## src/rtl/m_capture.sv

```systemverilog
// rtl/m_capture.sv - triggered capture buffer: pre/post-trigger sample window with in-order readout
module m_capture #(
  parameter int WIDTH = 8,
  parameter int DEPTH = 256,
  parameter int PRE   = 64
) (
  input  logic             clk,
  input  logic             rst_n,
  input  logic [WIDTH-1:0] in,
  input  logic             positive,
  input  logic             negative,
  input  logic [1:0]       edge_sel,
  input  logic             arm,
  input  logic             abort,
  input  logic             rd_en,
  output logic [WIDTH-1:0] rd_data,
  output logic             rd_valid,
  output logic             busy,
  output logic             done,
  output logic             trig_pol
);

  localparam int ADDR_W = $clog2(DEPTH);
  localparam int CNT_W  = ADDR_W + 1;

  localparam logic [CNT_W-1:0]  PRE_LAST  = CNT_W'(PRE - 1);
  localparam logic [CNT_W-1:0]  POST_LAST = CNT_W'(DEPTH - PRE - 2);
  localparam logic [CNT_W-1:0]  READ_LAST = CNT_W'(DEPTH - 1);
  localparam logic [ADDR_W-1:0] PRE_OFF   = ADDR_W'(PRE);

  typedef enum logic [2:0] {
    S_IDLE,
    S_FILL,
    S_WAIT,
    S_POST,
    S_READ
  } state_t;

  state_t            state_q, state_d;
  logic [ADDR_W-1:0] wr_ptr_q, wr_ptr_d;
  logic [ADDR_W-1:0] rd_ptr_q, rd_ptr_d;
  logic [ADDR_W-1:0] trig_addr_q, trig_addr_d;
  logic [CNT_W-1:0]  count_q, count_d;
  logic [WIDTH-1:0]  rd_data_q, rd_data_d;
  logic              rd_valid_q, rd_valid_d;
  logic              trig_pol_q, trig_pol_d;
  logic              wr_en;
  logic              trig;

  logic [WIDTH-1:0]  mem_q [DEPTH];

  assign trig = (positive & edge_sel[0]) | (negative & edge_sel[1]);

  always_comb begin
    state_d     = state_q;
    wr_ptr_d    = wr_ptr_q;
    rd_ptr_d    = rd_ptr_q;
    trig_addr_d = trig_addr_q;
    count_d     = count_q;
    rd_data_d   = rd_data_q;
    rd_valid_d  = 1'b0;
    trig_pol_d  = trig_pol_q;
    wr_en       = 1'b0;

    case (state_q)
      S_IDLE: begin
        if (arm) begin
          wr_ptr_d = '0;
          count_d  = '0;
          state_d  = S_FILL;
        end
      end
      S_FILL: begin
        wr_en    = 1'b1;
        wr_ptr_d = wr_ptr_q + ADDR_W'(1);
        count_d  = count_q + CNT_W'(1);
        if (count_q == PRE_LAST) state_d = S_WAIT;
      end
      S_WAIT: begin
        wr_en    = 1'b1;
        wr_ptr_d = wr_ptr_q + ADDR_W'(1);
        if (trig) begin
          trig_addr_d = wr_ptr_q;
          trig_pol_d  = positive & edge_sel[0];
          count_d     = '0;
          state_d     = S_POST;
        end
      end
      S_POST: begin
        wr_en    = 1'b1;
        wr_ptr_d = wr_ptr_q + ADDR_W'(1);
        count_d  = count_q + CNT_W'(1);
        if (count_q == POST_LAST) begin
          // Oldest retained sample sits PRE slots before the trigger.
          rd_ptr_d = trig_addr_q - PRE_OFF;
          count_d  = '0;
          state_d  = S_READ;
        end
      end
      S_READ: begin
        if (rd_en) begin
          rd_data_d  = mem_q[rd_ptr_q];
          rd_valid_d = 1'b1;
          rd_ptr_d   = rd_ptr_q + ADDR_W'(1);
          count_d    = count_q + CNT_W'(1);
          if (count_q == READ_LAST) state_d = S_IDLE;
        end
      end
      default: state_d = S_IDLE;
    endcase

    if (abort) begin
      state_d    = S_IDLE;
      rd_valid_d = 1'b0;
      rd_data_d  = rd_data_q;
      trig_pol_d = trig_pol_q;
      wr_en      = 1'b0;
    end
  end

  always_ff @(posedge clk) begin
    if (!rst_n) begin
      state_q     <= S_IDLE;
      wr_ptr_q    <= '0;
      rd_ptr_q    <= '0;
      trig_addr_q <= '0;
      count_q     <= '0;
      rd_data_q   <= '0;
      rd_valid_q  <= 1'b0;
      trig_pol_q  <= 1'b0;
    end else begin
      state_q     <= state_d;
      wr_ptr_q    <= wr_ptr_d;
      rd_ptr_q    <= rd_ptr_d;
      trig_addr_q <= trig_addr_d;
      count_q     <= count_d;
      rd_data_q   <= rd_data_d;
      rd_valid_q  <= rd_valid_d;
      trig_pol_q  <= trig_pol_d;
    end
  end

  // Sample storage keeps its contents through reset.
  always_ff @(posedge clk) begin
    if (wr_en && rst_n) mem_q[wr_ptr_q] <= in;
  end

  assign rd_data  = rd_data_q;
  assign rd_valid = rd_valid_q;
  assign trig_pol = trig_pol_q;
  assign busy     = (state_q == S_FILL) || (state_q == S_WAIT) || (state_q == S_POST);
  assign done     = (state_q == S_READ);

endmodule

```

## config.mk

```make
export PLATFORM = sky130hd
export DESIGN_NAME = m_capture
export DESIGN_NICKNAME = d
export VERILOG_FILES = /design/src/rtl/m_capture.sv
export SDC_FILE = /design/constraint.sdc
export NUM_CORES = 2
export LEC_CHECK = 0
export ABC_AREA = 1
export CORE_MARGIN = 2
export CORE_UTILIZATION = 35
export CTS_CLUSTER_SIZE = 10
export DETAILED_ROUTE_END_ITERATION = 10
export PLACE_DENSITY = 0.5
export SYNTH_ARGS = -nofsm -noshare
export SYNTH_HDL_FRONTEND = slang
export SYNTH_SLANG_ARGS = --single-unit
```

## constraint.sdc

```tcl
create_clock -name clk -period 3.39 [get_ports clk]
set_input_delay 0.5085 -clock clk [delete_from_list [all_inputs] [get_ports clk]]
set_output_delay 0.5085 -clock clk [all_outputs]
set_load 0.01 [all_outputs]
```

; ---- After elaboration in Yosys (flattened, before gate mapping)
; Memory sizes are Yosys's and may differ from the RTL's. A register that Yosys moved wholly into a read port is not among the register bits.
; Index checks and enable logic that the tools add are counted.
[word_totals]
elab_cells = 71
ramBits = 2048
register_bits = 38
out_inout_bits = 12
memories = 1
in_bits = 17
[mem_list]
columns = memory, words, word_bits, rd, rd_clocked_by_memory_dff, wr, line_no
row1 = mem_q, 256, 8, 1, 1, 1, 50  ; logic [WIDTH-1:0] mem_q [DEPTH];
[op_classes]
add_sub_neg = 4
mux = 22
n_reduce_logical = 18
bitwise_logic = 6
eq_ne = 13
[ops]
columns = operator, n
row1 = $pmux W9 S5, 1
row2 = $mux W9, 4
row3 = $pmux W8 S2, 2
row4 = $mux W8, 3
row5 = $eq A9 B8 Y1 const B, 2
row6 = $mux W3, 6
row7 = $add A8 B1 Y8 const B, 2
row8 = $pmux W3 S5, 1
row9 = $ne A2 B2 Y1 const B, 5
row10 = $add A9 B1 Y9 const B, 1
row11 = $eq A9 B6 Y1 const B, 1
row12 = $reduce_and A3 Y1, 3
row13 = $sub A8 B7 Y8 const B, 1
row14 = $eq A3 B2 Y1 const B, 2
row15 = $reduce_and A6 Y1, 1
row16 = $reduce_or A3 Y1, 2
row17 = $mux W1, 5
row18 = $reduce_bool A5 Y1, 1
row19 = $reduce_and A2 Y1, 2
row20 = $reduce_and A4 Y1, 1
row21 = $reduce_bool A2 Y1, 2
row22 = $eq A3 B1 Y1 const B, 1
row23 = $eq A3 B3 Y1 const B, 1
row24 = $logic_not A3 Y1, 1
row25 = other kinds (8), 12

; ---- Logic depth before layout (Yosys ltp)
[logic_depth]
depth_word = 7
depth_mapped = 20

; ---- Least setup slack after synthesis
; No wires, ideal clock.
[synth_timing]
path_type = register to register
start = register state_q[1]
end = memory mem_q[102][0] (enable)
stages_incl_launch_ff = 9
arrival_ns = 1.937
setup_ns = 0.370
path_slack_ns = 1.083
path_cell_list = dfxtp_1 > nor2_2 > nor2_1 > inv_1 > nor2_1 > buf_2 > nand4_1 > clkbuf_1 > nor2_1
[synth_via]
elab_chain_cells = 7
word_cells_on_any_way = 9
cone_classes = eq/ne (3) / mux (4) / reduce/logical (2)
[synth_rtl]
columns = element, line_no
row1 = from (decl), 39  ; state_t state_q, state_d;
row2 = from (signal assigned), 132  ; state_q <= state_d;
row3 = $eq A3 B1 Y1 or $eq A3 B2 Y1 (tied branches), 65  ; case (state_q)
row4 = $reduce_or A3 Y1 (no source line) (*), -
row5 = $mux W1 (*), 65
row6 = $mux W1 (*), 112  ; if (abort) begin
row7 = $logic_and A1 B1 Y1 (*), 145  ; if (wr_en && rst_n) mem_q[wr_ptr_q] <= in;
row8 = $mux W1 (*), 145
row9 = $mux W1 (implied by the code) (*), 145
row10 = to (decl), 50
; Every way passes the cells marked *; elsewhere a longest branch is shown, timed or not.

==> reports/metrics.cfg <==
[run_status]
outcome=finished, final reports clean

[worst_hold_path]
hold_path_class=in2reg
min_path_cells=1

[die]
io_pins=29
rows=183
start_util=0.351
die_x_um=503
die_y_um=503
coreArea_um2=248000
die_area_um2=253000

[logic_synthesis]
synthTopCellsByArea=edfxtp_1 71%, nand2_1 7.5%, nor2_1 6.3%
ys_async_sr_fraction=0
synth_fp_nets=7899
synth.top_cell.area_share=0.705
yosysWarningCount=0
synth_ff_type=edfxtp_1
synth_top_area_cell=edfxtp_1
ys_types=37
syn_inst=7874
synth-edff-count=2048
ys_ff_latch=2094
syn_avg_cell_area_um2=11.1
syn_area_um2=87200
ys_seq_area_frac=0.716

[global_route]
grt_pass1_vias=57700
grt_overflow=0
grt_max_degree=112
grt_pass1_wl_um=390000
track_usage=0.208
grt_antenna_before_repair=5

[timing]
fin_crit_ps=3190
rsz0062_at_grt=no
post-route-period-util=0.940
skew_ps=67.1
setup_slack_ps=204
relSlewSlack=0.148
worstMarginPinSlew_ps=1280
tns_ps=0
setup_viol=0
fmax_mhz=314
hold_slack_ps=48.1
hold_viol_final=0
final_max_slew_viol_count=0

[placement]
dpl_worst_slack_ps=138
place.gp.congestion=0.853
hpwl_um=161000
io_buffers=28

[cts]
clk_pin_slew_ps=60
post_cts_buffers=0
cts_resized=0
cts_buffers=236
clock-sinks=2094
cts_root_buf=clkbuf_16
cts_hold_buf=0
clkLatencyLatePin_ps=900
tritoncts=built
htree_num_levels=4
clockBufferDepth=3

[critical_path]
end_kind=register
required_ps=4220
worstReg2RegEnd=rd_data[3]$_SDFFE_PN0P_
crit_type=reg2reg
ff2ff_setup_slack_ps=200
crit_fanout=31
r2r_cells=15
regToRegStartpoint=rd_ptr_q[1]$_SDFFE_PN0P_
crit_start=rd_ptr_q[1]$_SDFFE_PN0P_
start_kind=register
cp.arrival_ps=4010
crit_end=rd_data[3]$_SDFFE_PN0P_

[final_layout]
areaGrowthSynthToFinish_pct=16.1
layout.nets=8236
layout-drive-gt1-share=0.101

[run]
cap_violations=0

[routing]
wl_per_cell_um=22.8
drt_iter0_drc=5926
firstDrtPassIters=6
routed_via_density=5.03
vias=58600
ant_nets=0
drt-total-wl_um=266000
drc=0

[pwr]
ir_worst_vdd_mv=0.468
leakagePower_uw=0.0369
p_per_area_nw_per_um2=521

[worst max-delay path, stage by stage (launching register included)]
cell	delay (ps)
dfxtp_4	470
inv_8	350
buf_4	370
buf_4	310
o21ai_0	110
o21ai_0	190
nand2_1	150
nand2_1	100
inv_1	40
a21oi_1	260
nor2_1	130
nand2_1	210
nand3_1	200
nand3_1	110
nand2_1	50
inv_1	40
[flip-flops by register name (all words and copies together) (netlist names)]
register,flops
wr_ptr_q,8
rd_ptr_q,8
rd_data,8
state_q,3
trig_addr_q,8
count_q,9
mem_q,2048
rd_valid,1
trig_pol,1
[per-layer routing]
| metal | vias up | GRT usage | wire [um] |
|---|---|---|---|
| met2 | 1706 | 0.333 | 124000 |
| met4 | 0 | 0.0638 | 7940 |
| met5 | - | 0 | 0 |
| li1 | 27400 | - | - |
| met3 | 345 | 0.0266 | 14200 |
| met1 | 29100 | 0.294 | 120000 |
[worst min path at each step]
| stage | to | from | slack, ps |
|---|---|---|---|
| floorplan | count_q[5]$_SDFFE_PN0P_ | count_q[5]$_SDFFE_PN0P_ | 440 |
| global placement | count_q[5]$_SDFFE_PN0P_ | count_q[5]$_SDFFE_PN0P_ | 450 |
| detailed placement | count_q[5]$_SDFFE_PN0P_ | count_q[5]$_SDFFE_PN0P_ | 460 |
| CTS | mem_q[196][1]$_DFFE_PP_ | in[1] | 30 |
| global route | mem_q[196][1]$_DFFE_PP_ | in[1] | 40 |
| finish | mem_q[196][1]$_DFFE_PP_ | in[1] | 50 |
[cell usage after synthesis (2+ instances only)]
cell      number
inv_1        450
o211ai_1     118
edfxtp_1    2048
buf_2        122
xnor2_1        2
a211oi_1       9
buf_6         24
buf_4         61
ha_1           8
or2_2         10
nor3b_1        3
nand4_1        8
inv_2          3
nand2_1     1751
nand3_1      580
buf_1         60
clkinv_1      20
nor2_1      1463
a31oi_1        5
o22ai_1       11
nor3_1         8
o21ai_1       77
clkbuf_1     200
xor2_1         2
a21oi_1      127
dfxtp_1       46
o21ai_0      648
[per-stage QoR]
stage | utilization | power, uW | cell area [um^2] | cells
detailed placement | 0.381 | 30300 | 94500 | 11300
CTS | 0.408 | 53200 | 101000 | 11600
finish | 0.408 | 52700 | 101000 | 11700
global route | 0.408 | 54300 | 101000 | 11600
global placement | 0.381 | 30300 | 94500 | 11300
floorplan | - | 29400 | 87200 | 7874
[logic make-up (layout without fill, tap and decap cells)]
logic type,after synthesis,in the layout,share of synthesized area
adder cells (fa/ha/maj),8,8,0.00115
XOR/XNOR,4,4,0.000402
buffers and inverters,941,1385,0.0471
flip-flops,2094,2094,0.716
AND/OR/NAND/NOR,3829,3829,0.174
AO/OA/AOI/OAI,998,998,0.0613
other,0,2,0
[where the power goes]
part | switching [uW] | total [uW] | internal, uW
Combinational | 1050 | 1340 | 297
Clock | 10200 | 23000 | 12800
Sequential | 14.7 | 28400 | 28400
[final cells by class]
type | count | area (um^2)
Antenna cell | 2 | 5.00
Clock buffer | 313 | 6240
Clock inverter | 32 | 450
Fill cell | 23700 | 147000
Inverter | 473 | 1800
Multi-Input combinational cell | 4839 | 20700
Sequential cell | 2094 | 62400
Tap cell | 3330 | 4170
Timing Repair Buffer | 567 | 5390
[placed cells by master, fill, tap and decap left out, types with 118 or more instances in the layout]
cell type and count:
clkbuf_16 237, inv_1 448, buf_4 457, edfxtp_1 2048, nor2_1 1460, nand2_1 1749, o211ai_1 118, a21oi_1 127
nand3_1 572, o21ai_0 648
Note: power is estimated with default switching activity, not from simulation.
